### config.mk
export PLATFORM = sky130hd
export DESIGN_NAME = input_conditioner
export DESIGN_NICKNAME = d
export VERILOG_FILES = /design/src/rtl/input_conditioner_pkg.sv /design/src/rtl/input_conditioner_ch.sv /design/src/rtl/input_conditioner.sv
export SDC_FILE = /design/constraint.sdc
export NUM_CORES = 1
export LEC_CHECK = 0
export CAP_MARGIN = 20
export CORE_MARGIN = 1.5
export CORE_UTILIZATION = 35
export DETAILED_ROUTE_END_ITERATION = 8
export HOLD_SLACK_MARGIN = 0.15
export PLACE_DENSITY_LB_ADDON = 0.2
export SYNTH_ARGS = -nofsm -noshare
export SYNTH_HDL_FRONTEND = slang
export SYNTH_SLANG_ARGS = --single-unit
export TNS_END_PERCENT = 5
### constraint.sdc
create_clock -name Clock -period 3.64 [get_ports Clock]
set_clock_uncertainty 0.15 [all_clocks]
set_input_delay 0.728 -clock Clock [delete_from_list [all_inputs] [get_ports Clock]]
set_output_delay 0.728 -clock Clock [all_outputs]
set_load 0.02 [all_outputs]
### src/rtl/input_conditioner_pkg.sv
// Shared defaults and sizing helper for the mechanical-input conditioner.
package input_conditioner_pkg;

    localparam int DEF_NUM_CH          = 4;
    localparam int DEF_SYNC_STAGES     = 2;
    localparam int DEF_DEBOUNCE_CYCLES = 8;
    localparam int DEF_LONG_CYCLES     = 1024;

    // Bits needed to hold 0..n, never less than one.
    function automatic int cnt_width(input int n);
        int w;
        w = $clog2(n + 1);
        return (w < 1) ? 1 : w;
    endfunction

endpackage

### src/rtl/input_conditioner_ch.sv
// One conditioner channel: sync chain, counter debouncer, press/release/long pulses.
module input_conditioner_ch
    import input_conditioner_pkg::*;
#(
    parameter int SYNC_STAGES     = DEF_SYNC_STAGES,
    parameter int DEBOUNCE_CYCLES = DEF_DEBOUNCE_CYCLES,
    parameter int LONG_CYCLES     = DEF_LONG_CYCLES
) (
    input  logic clk_i,
    input  logic rst_ni,
    input  logic en_i,
    input  logic n_in_i,
    output logic pressed_o,
    output logic press_o,
    output logic release_o,
    output logic long_o
);

    localparam int CW = cnt_width(DEBOUNCE_CYCLES);
    localparam logic [CW-1:0] CNT_MAX = CW'(DEBOUNCE_CYCLES - 1);

    logic [SYNC_STAGES-1:0] sync_q;
    logic                   s;
    logic                   db_q, db_d;
    logic [CW-1:0]          cnt_q, cnt_d;
    logic                   press_q, rel_q;

    assign s = ~sync_q[SYNC_STAGES-1];

    always_comb begin
        db_d  = db_q;
        cnt_d = cnt_q;
        if (!en_i) begin
            db_d  = 1'b0;
            cnt_d = '0;
        end else if (s == db_q) begin
            cnt_d = '0;
        end else if (cnt_q == CNT_MAX) begin
            db_d  = s;
            cnt_d = '0;
        end else begin
            cnt_d = cnt_q + 1'b1;
        end
    end

    // Sync chain keeps running while disabled so re-enable sees a settled level.
    always_ff @(posedge clk_i or negedge rst_ni) begin
        if (!rst_ni) begin
            sync_q  <= '1;
            db_q    <= 1'b0;
            cnt_q   <= '0;
            press_q <= 1'b0;
            rel_q   <= 1'b0;
        end else begin
            sync_q  <= {sync_q[SYNC_STAGES-2:0], n_in_i};
            db_q    <= db_d;
            cnt_q   <= cnt_d;
            press_q <= db_d & ~db_q;
            rel_q   <= db_q & ~db_d & en_i;
        end
    end

    assign pressed_o = db_q;
    assign press_o   = press_q;
    assign release_o = rel_q;

    generate
        if (LONG_CYCLES > 0) begin : g_long
            localparam int HW = cnt_width(LONG_CYCLES);
            localparam logic [HW-1:0] H_MAX = HW'(LONG_CYCLES);

            logic [HW-1:0] h_q, h_d;
            logic          long_q;

            // Count only cycles that were already pressed and stay pressed, so h
            // reaches LONG_CYCLES exactly LONG_CYCLES cycles after the press pulse.
            always_comb begin
                h_d = '0;
                if (db_q && db_d)
                    h_d = (h_q == H_MAX) ? h_q : h_q + 1'b1;
            end

            always_ff @(posedge clk_i or negedge rst_ni) begin
                if (!rst_ni) begin
                    h_q    <= '0;
                    long_q <= 1'b0;
                end else begin
                    h_q    <= h_d;
                    long_q <= (h_d == H_MAX) && (h_q != H_MAX);
                end
            end

            assign long_o = long_q;
        end else begin : g_nolong
            assign long_o = 1'b0;
        end
    endgenerate

endmodule

### src/rtl/input_conditioner.sv
// N-channel conditioner for active-low buttons and reed/hall sensors.
module input_conditioner
    import input_conditioner_pkg::*;
#(
    parameter int NUM_CH          = DEF_NUM_CH,
    parameter int SYNC_STAGES     = DEF_SYNC_STAGES,
    parameter int DEBOUNCE_CYCLES = DEF_DEBOUNCE_CYCLES,
    parameter int LONG_CYCLES     = DEF_LONG_CYCLES
) (
    input  logic              Clock,
    input  logic              nReset,
    input  logic [NUM_CH-1:0] ChEnable,
    input  logic [NUM_CH-1:0] nIn,
    output logic [NUM_CH-1:0] Pressed,
    output logic [NUM_CH-1:0] PressPulse,
    output logic [NUM_CH-1:0] ReleasePulse,
    output logic [NUM_CH-1:0] LongPulse,
    output logic              AnyEvent
);

    generate
        for (genvar i = 0; i < NUM_CH; i++) begin : g_ch
            input_conditioner_ch #(
                .SYNC_STAGES    (SYNC_STAGES),
                .DEBOUNCE_CYCLES(DEBOUNCE_CYCLES),
                .LONG_CYCLES    (LONG_CYCLES)
            ) u_ch (
                .clk_i    (Clock),
                .rst_ni   (nReset),
                .en_i     (ChEnable[i]),
                .n_in_i   (nIn[i]),
                .pressed_o(Pressed[i]),
                .press_o  (PressPulse[i]),
                .release_o(ReleasePulse[i]),
                .long_o   (LongPulse[i])
            );
        end
    endgenerate

    assign AnyEvent = |{PressPulse, ReleasePulse, LongPulse};

endmodule
Word-level counts from Yosys, hierarchy flattened

Index checks and enable logic that the tools add are counted.

Flip-flop bits (word level): 84
Input bits: 10
Output and inout port bits: 17
Logic and storage cells: 121

Add/subtract/negate cells: 8
Eq/ne operators: 20
Mux-type cells: 32
Bitwise operators: 24
Reductions and logical operators: 9

Operator list:

| operator                                                               | number |
|---|---|
| 11-bit equality test (second input constant)                           | 8 |
| 11-bit 2-to-1 mux                                                      | 8 |
| 4-bit 2-to-1 mux                                                       | 12 |
| 11-bit by 1-bit adder with 11-bit output (second input constant)       | 4 |
| 11-bit != test (second input constant)                                 | 4 |
| 4-bit by 1-bit adder with 4-bit output (second input constant)         | 4 |
| 4-bit by 3-bit equality test with 1-bit output (second input constant) | 4 |
| 1-bit bitwise AND                                                      | 12 |
| 1-bit 2-to-1 mux                                                       | 12 |
| 1-bit NOT                                                              | 12 |
| 12-bit OR reduction                                                    | 1 |
| 1-bit logical AND                                                      | 8 |
| 1-bit equality test                                                    | 4 |

Logic depth before layout (Yosys ltp)

Depth after elaboration: 8
Mapped depth: 8

Hierarchy

From an unflattened synthesis, not the netlist that was laid out.

Cell total of the unflattened synthesis: 428
Area total of the unflattened synthesis: 4,401.7 um^2

By module, submodules not included:

| module                                  | times used | cells an instance | area an instance (um^2) | seq. area each (um^2) |
|---|---|---|---|---|
| input_conditioner_ch (g_ch[1].u_ch ...) | 3          | 108               | 1,096.1                 | 528.0 |
| input_conditioner_ch (g_ch[0].u_ch)     | 1          | 100               | 1,089.8                 | 528.0 |
| input_conditioner                       | 1          | 4                 | 23.8                    | 0.0 |

Least setup slack after synthesis

No wires, ideal clock.

Path type: register to register
From: register g_ch[2].u_ch.g_long.h_q[0]
To: register g_ch[2].u_ch.g_long.long_q
Setup time: 0.111 ns
Data arrival time: 1.620 ns
Data required time: 3.379 ns
Setup slack: 1.759 ns
Cell stages (with the launch flop): 8
Path buffers: 1
Period minus slack after synthesis: 1.881 ns
Cell sequence: dfrtp_1 -> ha_1 -> buf_4 -> nand4_2 -> nor3_2 -> xnor2_1 -> or2_1 -> a2111oi_2

Longest elaborated chain between the ends: 5
Elaborated cells between the ends (all ways): 7

RTL lines:

| item                                                                                    | line                       | source |
|---|---|---|
| from (decl)                                                                             | input_conditioner_ch.sv:72 | `logic [HW-1:0] h_q, h_d;` |
| from (signal assigned)                                                                  | input_conditioner_ch.sv:85 | `h_q <= '0;` |
| from (signal assigned)                                                                  | input_conditioner_ch.sv:88 | `h_q <= h_d;` |
| 11-bit by 1-bit adder with 11-bit output / 11-bit equality test (equally long branches) | input_conditioner_ch.sv:80 | `h_d = (h_q == H_MAX) ? h_q : h_q + 1'b1;` |
| 11-bit 2-to-1 mux                                                                       | input_conditioner_ch.sv:80 |  |
| 11-bit 2-to-1 mux                                                                       | input_conditioner_ch.sv:79 | `if (db_q && db_d)` |
| 11-bit equality test                                                                    | input_conditioner_ch.sv:89 | `long_q <= (h_d == H_MAX) && (h_q != H_MAX);` |
| 1-bit logical AND *                                                                     | input_conditioner_ch.sv:89 |  |
| to (signal assigned)                                                                    | input_conditioner_ch.sv:89 |  |
| to (decl)                                                                               | input_conditioner_ch.sv:73 | `logic long_q;` |

Every way passes the cells marked *; elsewhere a longest branch is shown, timed or not.

Final worst setup path

From: register g_ch[2].u_ch.g_long.long_q
To: output port AnyEvent

Longest elaborated chain between the ends: 1

RTL lines:

| item                | line                    | source |
|---|---|---|
| 12-bit OR reduction | input_conditioner.sv:40 | `assign AnyEvent = \|{PressPulse, ReleasePulse, LongPulse};` |
| to (decl)           | input_conditioner.sv:18 | `output logic AnyEvent` |

Every way passes these cells.

==> impl_metrics.toml <==
[run_status]
status = "finished clean"

[global_routing]
grt_use_total = 0.135
antenna_found_initial = 0
grt_busiest_layer = "met2"
gr-total-overflow = 0
grt_use_met1 = 0.175
met2_usage = 0.208
grt_pass1_vias = 2914
grt_pass1_wl_um = 13700
use_met3 = 0.0494
grt_start_max_net_pins = 45

[synth]
synth_area_um2 = 4310
ys_seq_area_frac = 0.490
syn_nets = 455
ys_types = 58
ys_async_sr_fraction = 1.00
synth.avg_cell_area_um2 = 9.96
ys.warnings.count = 0
synth-seq-cells = 84
synth-edff-count = 0
netlist_instances = 433
ys.flop_type = "dfrtp_1"

[sta]
finalHoldViolations = 0
slew_headroom = 0.579
worst_slack_ns = 0.767
setup_viol = 0
setup_tns_ns = 0
final.min_clock_period_ns = 2.87
worst_pin_slew_ns = 0.625
fmax_mhz = 348
rsz0062_at_grt = "no"
layout_worst_path_cycle_share = 0.789
slew_violations = 0

[floorplanning]
initial_core_util = 0.359
core_um2 = 12000
rows = 40
die_y_um = 114
die_w_um = 114
io-pin-count = 27
dieArea_um2 = 13000

[clock_network]
cts_buffers = 9
cts_resized = 0
cts.path.max_buffers = 2
root_buffer = "clkbuf_16"
htreeDepth = 3
cts_hold_buffers = 0
postCtsSetupBuffers = 0
clk_latency_ns = 0.35
cts.sinks = 84
cts_tree = "yes"
path_clk_slew_ns = 0.06

[critical_path]
crit_path_end_kind = "output port"
start_kind = "flop"
r2r_cells = 6
worstPathArrival_ns = 2.00
r2r_end = "g_ch[0].u_ch.long_o$_DFF_PN0_"
crit_required_ns = 2.76
critical_path_class = "reg -> out"
cp_max_fo = 2
worstReg2RegStart = "g_ch[0].u_ch.g_long.h_q[0]$_DFF_PN0_"
r2r_slack_ns = 1.47

[route]
wl_um = 8090
num_vias = 2967
drt_iter0_drc = 122
viasPerCell = 4.95
drcViolationCount = 0
drtAntennaViolNets = 0
dr.pass1.iters = 4
wl_per_cell_um = 13.5

[layout]
seqCellArea_um2 = 2110
area_delta_synth_final_pct = 14.4
antenna_cells = 0
nFillCells = 1204
multi_input_area_um2 = 1970
final_util = 0.411
final_nets = 469
final_cell_count_no_fill = 599
drive_above_1_share = 0.0951

[power_and_ir_drop]
p_per_area_nw_per_um2 = 406
total_power_uw = 2000
swShare = 0.208
pwr-share-clk = 0.504
p_switching_uw = 416
peakVddDrop_v = 0.000317
combPwrFrac = 0.021
leakagePower_uw = 0.00198
power.internal_uw = 1590
seq_power_share = 0.475

[worst_hold_path]
min_to = "g_ch[3].u_ch.sync_q[1]$_DFF_PN1_"
hold_start = "g_ch[3].u_ch.sync_q[0]$_DFF_PN1_"
whs_path_depth = 0
hp-class = "reg -> reg"

[placed_design]
port_buffers = 26
place_ws_ns = 1.14
finalWeightedCongestion = 0.834
dp_hpwl_um = 5870
placed_cells = 583

[run]
max-cap-violations = 0
==> state kept, by name, summed over array words and instances, names as in the netlist <==
name and flops:
g_ch.u_ch.cnt_q 16, g_ch.u_ch.g_long.h_q 44, g_ch.u_ch.long_o 4, g_ch.u_ch.press_o 4, g_ch.u_ch.pressed_o 4, g_ch.u_ch.release_o 4
g_ch.u_ch.sync_q 8
==> placed cells by master (no fill, tap or decap), types with 7 or more instances in the layout <==
cell             Yosys  final
inv_1               17     17
o21ai_0              7      7
clkdlybuf4s50_1      0     25
clkbuf_16            0      9
dfstp_2              8      8
xor2_1              15     15
nand3_1             28     28
nand2_1             27     27
ha_1                12     12
nand4_1              7      7
nor2_1              67     67
xnor2_1             32     32
dfrtp_1             76     76
nor3_1              11     11
a21oi_1             10     10
and3_1               9      9
==> per-layer routing <==
layer  wire length, um  part of all wire
met2              3560              0.44
met3               407             0.050
met1              4000              0.49
met5                 0                 0
met4               129             0.016
==> power groups by stage <==
stage | Clock, uW | Combinational, uW | Sequential (uW)
4_1_cts | 1040 | 44.5 | 952
3_5_place_dp | 0 | 44.4 | 969
5_1_grt | 1070 | 49.8 | 952
6_report | 1010 | 41.8 | 952
2_1_floorplan | 0 | 8.92 | 968
3_3_place_gp | 0 | 43.6 | 969
==> critical path, cell delays in order, from the launching register on <==
cell and delay, ns:
dfrtp_1 0.37, nor4_1 0.58, nand3_1 0.14, clkdlybuf4s50_1 0.56
==> worst max-delay path by stage <==
stage                                                     from                             to  slack (ns)
final                            g_ch[2].u_ch.long_o$_DFF_PN0_                       AnyEvent        0.77
after global routing             g_ch[2].u_ch.long_o$_DFF_PN0_                       AnyEvent        0.73
after detailed placement         g_ch[2].u_ch.long_o$_DFF_PN0_                       AnyEvent        1.14
after CTS                        g_ch[2].u_ch.long_o$_DFF_PN0_                       AnyEvent        0.77
after global placement           g_ch[2].u_ch.long_o$_DFF_PN0_                       AnyEvent        1.20
after floorplan           g_ch[2].u_ch.g_long.h_q[0]$_DFF_PN0_  g_ch[2].u_ch.long_o$_DFF_PN0_        1.76
==> per-stage QoR <==
stage               hold WS, ns  area [um^2]
finish                    0.205         4930
global route              0.206         4930
CTS                       0.207         4930
detailed placement        0.197         4600
global placement          0.197         4600
floorplan                 0.195         4310
==> synthesized netlist by cell type (all sizes together), types with 6 or more instances <==
| library cell | number | area share |
|---|---|---|
| nor2b | 6 | 0.0087 |
| nor4 | 8 | 0.015 |
| ha | 12 | 0.035 |
| nand4 | 10 | 0.019 |
| a21oi | 11 | 0.014 |
| xnor2 | 32 | 0.065 |
| nand3 | 31 | 0.039 |
| o21ai | 8 | 0.0093 |
| dfrtp | 76 | 0.44 |
| nand2 | 27 | 0.024 |
| nor3 | 12 | 0.015 |
| nor2 | 67 | 0.058 |
| dfstp | 8 | 0.049 |
| and3 | 9 | 0.013 |
| inv | 17 | 0.015 |
| buf | 22 | 0.037 |
| xor2 | 15 | 0.030 |
==> final cells by class <==
cell class,instances,area share
clock buffers,10,0.0485
multi-input cells,307,0.399
inverters,17,0.0129
clock inverters,6,0.0190
flip-flops and latches,84,0.428
repair buffers,28,0.0553
well taps,147,0.0373
==> kinds of logic (layout without fill, tap and decap cells) <==
group           after synthesis  in the layout  synth area share
fa+ha+maj                    12             12            0.0348
compound gates               37             37            0.0583
mux                           4              4           0.00987
xor+xnor                     47             47            0.0955
flops                        84             84             0.490
buf+inv                      42             61            0.0543
simple gates                207            207             0.257
Note: power is estimated with default switching activity, not from simulation.
